## config.mk

```make
export PLATFORM = sky130hd
export DESIGN_NAME = fetch_unit_r32i_flat
export DESIGN_NICKNAME = d
export VERILOG_FILES = /design/src/rtl/fetch_unit_r32i_if.sv /design/src/rtl/fetch_unit_r32i.sv /design/src/flat_wrapper.sv
export SDC_FILE = /design/constraint.sdc
export NUM_CORES = 1
export LEC_CHECK = 0
export CORE_UTILIZATION = 35
export CTS_CLUSTER_DIAMETER = 40
export DETAILED_ROUTE_END_ITERATION = 8
export SLEW_MARGIN = 20
export SYNTH_ARGS = -nofsm -noshare
export SYNTH_HDL_FRONTEND = slang
export SYNTH_SLANG_ARGS = --single-unit
export TNS_END_PERCENT = 30
```

## constraint.sdc

```tcl
create_clock -name clk -period 18.3 [get_ports clk]
set_input_delay 3.66 -clock clk [delete_from_list [all_inputs] [get_ports clk]]
set_output_delay 3.66 -clock clk [all_outputs]
set_load 0.02 [all_outputs]
```

## src/rtl/fetch_unit_r32i_if.sv

```systemverilog
// Fetch front-end bus bundle: instruction-memory request/response, PC redirect
// and the decoder-facing instruction handshake.
interface fetch_unit_r32i_if #(
  parameter int unsigned dataW = 32
) ();
  logic             imem_req_valid;
  logic             imem_req_ready;
  logic [dataW-1:0] imem_addr;
  logic             imem_rsp_valid;
  logic [dataW-1:0] imem_rsp_data;
  logic             redirect_valid;
  logic [dataW-1:0] redirect_target;
  logic             ins_valid;
  logic             ins_ready;
  logic [dataW-1:0] rawIns;
  logic [dataW-1:0] ins_pc;

  modport master (
    output imem_req_valid, imem_addr, ins_valid, rawIns, ins_pc,
    input  imem_req_ready, imem_rsp_valid, imem_rsp_data,
           redirect_valid, redirect_target, ins_ready
  );

  modport slave (
    input  imem_req_valid, imem_addr, ins_valid, rawIns, ins_pc,
    output imem_req_ready, imem_rsp_valid, imem_rsp_data,
           redirect_valid, redirect_target, ins_ready
  );
endinterface

```

## src/rtl/fetch_unit_r32i.sv

```systemverilog
// RV32I fetch front end: PC generation, credit-limited in-order memory requests,
// instruction buffer toward the decoder, and redirect with wrong-path discard.
module fetch_unit_r32i #(
  parameter int unsigned      dataW     = 32,
  parameter logic [dataW-1:0] RESET_PC  = dataW'(0),
  parameter int unsigned      BUF_DEPTH = 2
) (
  input  logic               clk,
  input  logic               rst,
  fetch_unit_r32i_if.master  bus
);

  localparam int unsigned PTR_W = $clog2(BUF_DEPTH);
  localparam int unsigned CNT_W = $clog2(BUF_DEPTH + 1);

  typedef struct packed {
    logic [dataW-1:0] word;
    logic [dataW-1:0] pc;
  } ins_entry_t;

  typedef enum logic {
    ST_RUN,
    ST_FLUSH
  } state_e;

  state_e             state_q, state_d;
  logic [dataW-1:0]   pc_q, pc_d;
  logic [CNT_W-1:0]   outstanding_q, outstanding_d;
  logic [CNT_W-1:0]   drop_q, drop_d;
  logic [CNT_W-1:0]   occ_q, occ_d;
  ins_entry_t         buf_q [BUF_DEPTH];
  ins_entry_t         buf_d [BUF_DEPTH];
  logic [PTR_W-1:0]   buf_rd_q, buf_rd_d;
  logic [PTR_W-1:0]   buf_wr_q, buf_wr_d;
  logic [dataW-1:0]   aq_q [BUF_DEPTH];
  logic [dataW-1:0]   aq_d [BUF_DEPTH];
  logic [PTR_W-1:0]   aq_rd_q, aq_rd_d;
  logic [PTR_W-1:0]   aq_wr_q, aq_wr_d;
  ins_entry_t         head_q, head_d;

  logic [CNT_W:0]     inflight_c;
  logic               req_valid_c;
  logic               req_fire_c;
  logic               rsp_take_c;
  logic               rsp_keep_c;
  logic               ins_fire_c;

  // Credit covers both buffered words and every in-flight request, stale or not.
  assign inflight_c  = {1'b0, outstanding_q} + {1'b0, occ_q};
  assign req_valid_c = !rst && (inflight_c < (CNT_W + 1)'(BUF_DEPTH)) && !bus.redirect_valid;
  assign req_fire_c  = req_valid_c && bus.imem_req_ready;
  assign rsp_take_c  = bus.imem_rsp_valid && (outstanding_q != '0);
  assign rsp_keep_c  = rsp_take_c && (state_q == ST_RUN) && !bus.redirect_valid;
  assign ins_fire_c  = (occ_q != '0) && bus.ins_ready;

  always_ff @(posedge clk or posedge rst) begin
    if (rst) begin
      state_q       <= ST_RUN;
      pc_q          <= RESET_PC;
      outstanding_q <= '0;
      drop_q        <= '0;
      occ_q         <= '0;
      buf_rd_q      <= '0;
      buf_wr_q      <= '0;
      aq_rd_q       <= '0;
      aq_wr_q       <= '0;
      head_q        <= '0;
      for (int unsigned i = 0; i < BUF_DEPTH; i++) begin
        buf_q[i] <= '0;
        aq_q[i]  <= '0;
      end
    end else begin
      state_q       <= state_d;
      pc_q          <= pc_d;
      outstanding_q <= outstanding_d;
      drop_q        <= drop_d;
      occ_q         <= occ_d;
      buf_rd_q      <= buf_rd_d;
      buf_wr_q      <= buf_wr_d;
      aq_rd_q       <= aq_rd_d;
      aq_wr_q       <= aq_wr_d;
      head_q        <= head_d;
      buf_q         <= buf_d;
      aq_q          <= aq_d;
    end
  end

  always_comb begin
    state_d       = state_q;
    pc_d          = pc_q;
    outstanding_d = outstanding_q;
    drop_d        = drop_q;
    occ_d         = occ_q;
    buf_d         = buf_q;
    buf_rd_d      = buf_rd_q;
    buf_wr_d      = buf_wr_q;
    aq_d          = aq_q;
    aq_rd_d       = aq_rd_q;
    aq_wr_d       = aq_wr_q;

    if (req_fire_c) begin
      aq_d[aq_wr_q] = pc_q;
      aq_wr_d       = aq_wr_q + PTR_W'(1);
      pc_d          = pc_q + dataW'(4);
    end

    if (rsp_take_c) begin
      aq_rd_d = aq_rd_q + PTR_W'(1);
    end

    case ({req_fire_c, rsp_take_c})
      2'b10:   outstanding_d = outstanding_q + CNT_W'(1);
      2'b01:   outstanding_d = outstanding_q - CNT_W'(1);
      default: ;
    endcase

    if (rsp_take_c && (state_q == ST_FLUSH)) begin
      drop_d = drop_q - CNT_W'(1);
    end

    if (rsp_keep_c) begin
      buf_d[buf_wr_q] = '{word: bus.imem_rsp_data, pc: aq_q[aq_rd_q]};
      buf_wr_d        = buf_wr_q + PTR_W'(1);
    end

    if (ins_fire_c) begin
      buf_rd_d = buf_rd_q + PTR_W'(1);
    end

    case ({rsp_keep_c, ins_fire_c})
      2'b10:   occ_d = occ_q + CNT_W'(1);
      2'b01:   occ_d = occ_q - CNT_W'(1);
      default: ;
    endcase

    // Redirect wins: every response still owed belongs to the old path.
    if (bus.redirect_valid) begin
      pc_d     = bus.redirect_target & ~dataW'(3);
      buf_rd_d = buf_wr_q;
      buf_wr_d = buf_wr_q;
      occ_d    = '0;
      drop_d   = outstanding_d;
    end

    state_d = (drop_d != '0) ? ST_FLUSH : ST_RUN;
    head_d  = buf_d[buf_rd_d];
  end

  assign bus.imem_req_valid = req_valid_c;
  assign bus.imem_addr      = pc_q;
  assign bus.ins_valid      = (occ_q != '0);
  assign bus.rawIns         = head_q.word;
  assign bus.ins_pc         = head_q.pc;

endmodule
```

## src/flat_wrapper.sv

```systemverilog
// flat-port wrapper written by rule: the top's interface ports become plain ports
module fetch_unit_r32i_flat 
#(
  parameter int unsigned      dataW     = 32,
  parameter logic [dataW-1:0] RESET_PC  = dataW'(0),
  parameter int unsigned      BUF_DEPTH = 2
)
  (clk, rst, bus_imem_req_valid, bus_imem_addr, bus_ins_valid, bus_rawIns, bus_ins_pc, bus_imem_req_ready, bus_imem_rsp_valid, bus_imem_rsp_data, bus_redirect_valid, bus_redirect_target, bus_ins_ready);
  fetch_unit_r32i_if #(.dataW(dataW)) bus_i ();
  input  logic clk;
  input  logic rst;
  output wire logic [$bits(bus_i.imem_req_valid)-1:0] bus_imem_req_valid;
  output wire logic [$bits(bus_i.imem_addr)-1:0] bus_imem_addr;
  output wire logic [$bits(bus_i.ins_valid)-1:0] bus_ins_valid;
  output wire logic [$bits(bus_i.rawIns)-1:0] bus_rawIns;
  output wire logic [$bits(bus_i.ins_pc)-1:0] bus_ins_pc;
  input wire logic [$bits(bus_i.imem_req_ready)-1:0] bus_imem_req_ready;
  input wire logic [$bits(bus_i.imem_rsp_valid)-1:0] bus_imem_rsp_valid;
  input wire logic [$bits(bus_i.imem_rsp_data)-1:0] bus_imem_rsp_data;
  input wire logic [$bits(bus_i.redirect_valid)-1:0] bus_redirect_valid;
  input wire logic [$bits(bus_i.redirect_target)-1:0] bus_redirect_target;
  input wire logic [$bits(bus_i.ins_ready)-1:0] bus_ins_ready;
  assign bus_imem_req_valid = bus_i.imem_req_valid;
  assign bus_imem_addr = bus_i.imem_addr;
  assign bus_ins_valid = bus_i.ins_valid;
  assign bus_rawIns = bus_i.rawIns;
  assign bus_ins_pc = bus_i.ins_pc;
  assign bus_i.imem_req_ready = bus_imem_req_ready;
  assign bus_i.imem_rsp_valid = bus_imem_rsp_valid;
  assign bus_i.imem_rsp_data = bus_imem_rsp_data;
  assign bus_i.redirect_valid = bus_redirect_valid;
  assign bus_i.redirect_target = bus_redirect_target;
  assign bus_i.ins_ready = bus_ins_ready;
  fetch_unit_r32i #(.dataW(dataW), .RESET_PC(RESET_PC), .BUF_DEPTH(BUF_DEPTH)) u_core (.clk(clk), .rst(rst), .bus(bus_i));
endmodule
```

==> results_dict.tcl <==
set metrics [dict create \
    run_status "finished clean" \
    rsz0062_at_grt "false" \
    postCtsHoldBufs 0 \
    numPortBuffers 163 \
    rows 68 \
    grt_first_pass_wirelength_um 47500 \
    arrival_ps 5550 \
    p_clk_share_pct 33.6 \
    cts-resized-gates 0 \
    grt_max_degree 98 \
    antenna_found_initial 0 \
    ys_ff_latch 293 \
    clock_path_buffers 3 \
    postCtsSetupBuffers 0 \
    syn_avg_cell_area_um2 12.2 \
    hold_start "u_core.buf_q[101]" \
    combPwrFrac_pct 29.7 \
    p_per_area_nw_per_um2 173 \
    critical_path.cell_chain "clkdlybuf4s50_1 -> or4_4 -> inv_1 -> clkdlybuf4s50_1" \
    tns_ps 0 \
    grt_pass1_vias 8443 \
    routed.top_layer "met4" \
    slowest_delay_ps 650 \
    path_common_cell "clkdlybuf4s50_1" \
    min_period_over_period_pct 50.3 \
    finalSetupViolCount 0 \
    leakage_uw 0.00782 \
    cts_tree "yes" \
    cts-root-buf "clkbuf_16" \
    whs_ps 467 \
    min_period_ps 9210 \
    cts_made_buffers 46 \
    max_freq_mhz 109 \
    cts_sinks 293 \
    drt-total-wl_um 29300 \
    path_class "primary input to output pin" \
    synth-edff-count 0 \
    fp.dieArea_um2 36100 \
    drtPass1Iterations 6 \
    yosysSeqAreaShare_pct 59.3 \
    tightest_slew_ps 1010 \
    core_region_area_um2 34600 \
    dp_cells 1586 \
    synth_area_leader_cell "dfrtp_1" \
    seq_power_share_pct 36.7 \
    maxCapViolCount 0 \
    r2r-start "u_core.outstanding_q[0]" \
    ant_nets 0 \
    n_fill_cell 3144 \
    grt_util_all_layers_pct 16.7 \
    p_switching_uw 833 \
    num_vias 8307 \
    slew_headroom_pct 32.8 \
    peakVddDrop_uv 90.3 \
    wl_met2_um 13100 \
    wl_per_cell_um 17.5 \
    crit_family "buffers and inverters" \
    die_w_um 190 \
    instances_no_fill 1671 \
    wl_met1_um 13600 \
    wl_met3_um 2050 \
    ys_types 54 \
    yosysMostFrequentCell "dfrtp_1" \
    die_h_um 190 \
    skew_ps 17.2 \
    synth_cells 1011 \
    slew_viol_final 0 \
    clk_pin_slew_ps 50 \
    hold_class "flop to flop" \
    hold_viol_final 0 \
    drive_gt1_share_pct 21.6 \
    ys_warn_count 0 \
    dr.first_iter.drc_count 448 \
    intPower_uw 1960 \
    async_flop_share_pct 100 \
    grt_remaining_overflow 0 \
    cp_data_required_time_ps 14640 \
    power_uw 2790 \
    critPathLaunch "rst" \
    clk_latency_ps 550 \
    pin_count 168 \
    netlist_top_cells_count "dfrtp_1, nand2_1, mux2_2" \
    synth_top_area_share_pct 59.3 \
    via_per_inst 4.97 \
    placed_cell_area_um2 14500 \
    synthFlopType "dfrtp_1" \
    gp_congestion 0.747 \
    cp-end-kind "output pin" \
    dp.final_hpwl_um 17600 \
    h-tree-depth 2 \
    critical_path.max_fanout 4 \
    area_growth_pct 30.4 \
    cp.buffers_inverters 3 \
    ys_top_cells_by_area "dfrtp_1, mux2_2, mux2i_1, nand2_1, o221a_2" \
    slowest_stage "clkdlybuf4s50_1" \
    synth_area_um2 12400 \
    initial_core_util_pct 35.7 \
    swShare_pct 29.8 \
    final_area_um2 16100 \
    drc 0 \
    layout.nets 1252 \
    critPathLaunchType "primary input" \
]
[worst register-to-register path: stages, from the launching register on]
cell and delay [ps]:
dfrtp_1 440, and2_1 200, fa_1 430, or4_4 530, nor2_1 150, inv_1 420, ha_1 500, nor2_1 140
xor2_1 250, o32a_1 190
[cells by family after synthesis]
logic type	Yosys count	synth area share (%)
simple gates	253	9.70
fa+ha+maj	3	0.364
compound gates	106	7.05
buf+inv	128	4.11
flops	293	59.3
xor+xnor	11	0.779
other cells	1	0.0303
mux	216	18.7
[final cells by class]
cell class                      instances  area (um^2)  area share [%]
Clock buffer                           54         1210            7.50
Timing Repair Buffer                  178         1740            10.8
Tap cell                              455          569            3.53
Clock inverter                         30          455            2.82
Multi-Input combinational cell        591         4560            28.3
Antenna cell                            1         2.50          0.0155
Sequential cell                       293         7330            45.4
Inverter                               69          267            1.65
[final timing paths]
check	endpoint	slack, ps	cells after the start
max in group asynchronous	u_core.buf_q[126]	12580	4
min in group asynchronous	u_core.occ_q[1]	3660	2
max reg2reg	u_core.state_q	14990	9
min	u_core.buf_q[101]	470	2
max	bus_imem_req_valid	9090	4
min reg2reg	u_core.buf_q[101]	470	2
[stage by stage]
| step | setup slack, ps | util, % |
|---|---|---|
| floorplan | 6550 | - |
| global placement | 9110 | 41.8 |
| detailed placement | 9120 | 41.8 |
| CTS | 9100 | 46.6 |
| global route | 9030 | 46.6 |
| finish | 9090 | 46.6 |
[routing by layer]
| layer | track usage, % | vias to the layer above |
|---|---|---|
| li1 | - | 3875 |
| met1 | 23.1 | 4149 |
| met2 | 25.3 | 233 |
| met3 | 4.76 | 50 |
| met4 | 4.68 | 0 |
| met5 | 0 | - |
[power by group through the flow]
stage | combinational [uW] | clock, uW | sequential, uW
after floorplan | 497 | 0 | 1090
after global placement | 824 | 0 | 1030
after detailed placement | 839 | 0 | 1040
after CTS | 845 | 962 | 1030
after global routing | 914 | 991 | 1060
final | 829 | 937 | 1030
[sequential cells by signal (all words and copies together) (netlist names)]
name                  cells
u_core.outstanding_q      2
u_core.bus.rawIns        32
u_core.state_q            1
u_core.aq_rd_q            1
u_core.drop_q             2
u_core.aq_q              60
u_core.bus.ins_pc        32
u_core.occ_q              2
u_core.buf_wr_q           1
u_core.buf_q            128
u_core.bus.imem_addr     30
u_core.aq_wr_q            1
u_core.buf_rd_q           1
[placed cells by master (no fill, tap or decap), drive strengths merged, types with 5 or more instances in the layout]
cell type / instances
a21oi: 6
and2: 8
buf: 16
bufinv: 10
clkbuf: 54
clkdlybuf4s50: 162
clkinv: 10
dfrtp: 293
inv: 75
mux2: 124
mux2i: 92
nand2: 143
nand3: 13
nand4: 7
nor2: 19
nor2b: 5
o211ai: 8
o21ai: 26
o221a: 32
o311ai: 10
or3: 34
xnor2: 6
xor2: 5
Power figures use the tool's default switching activity.
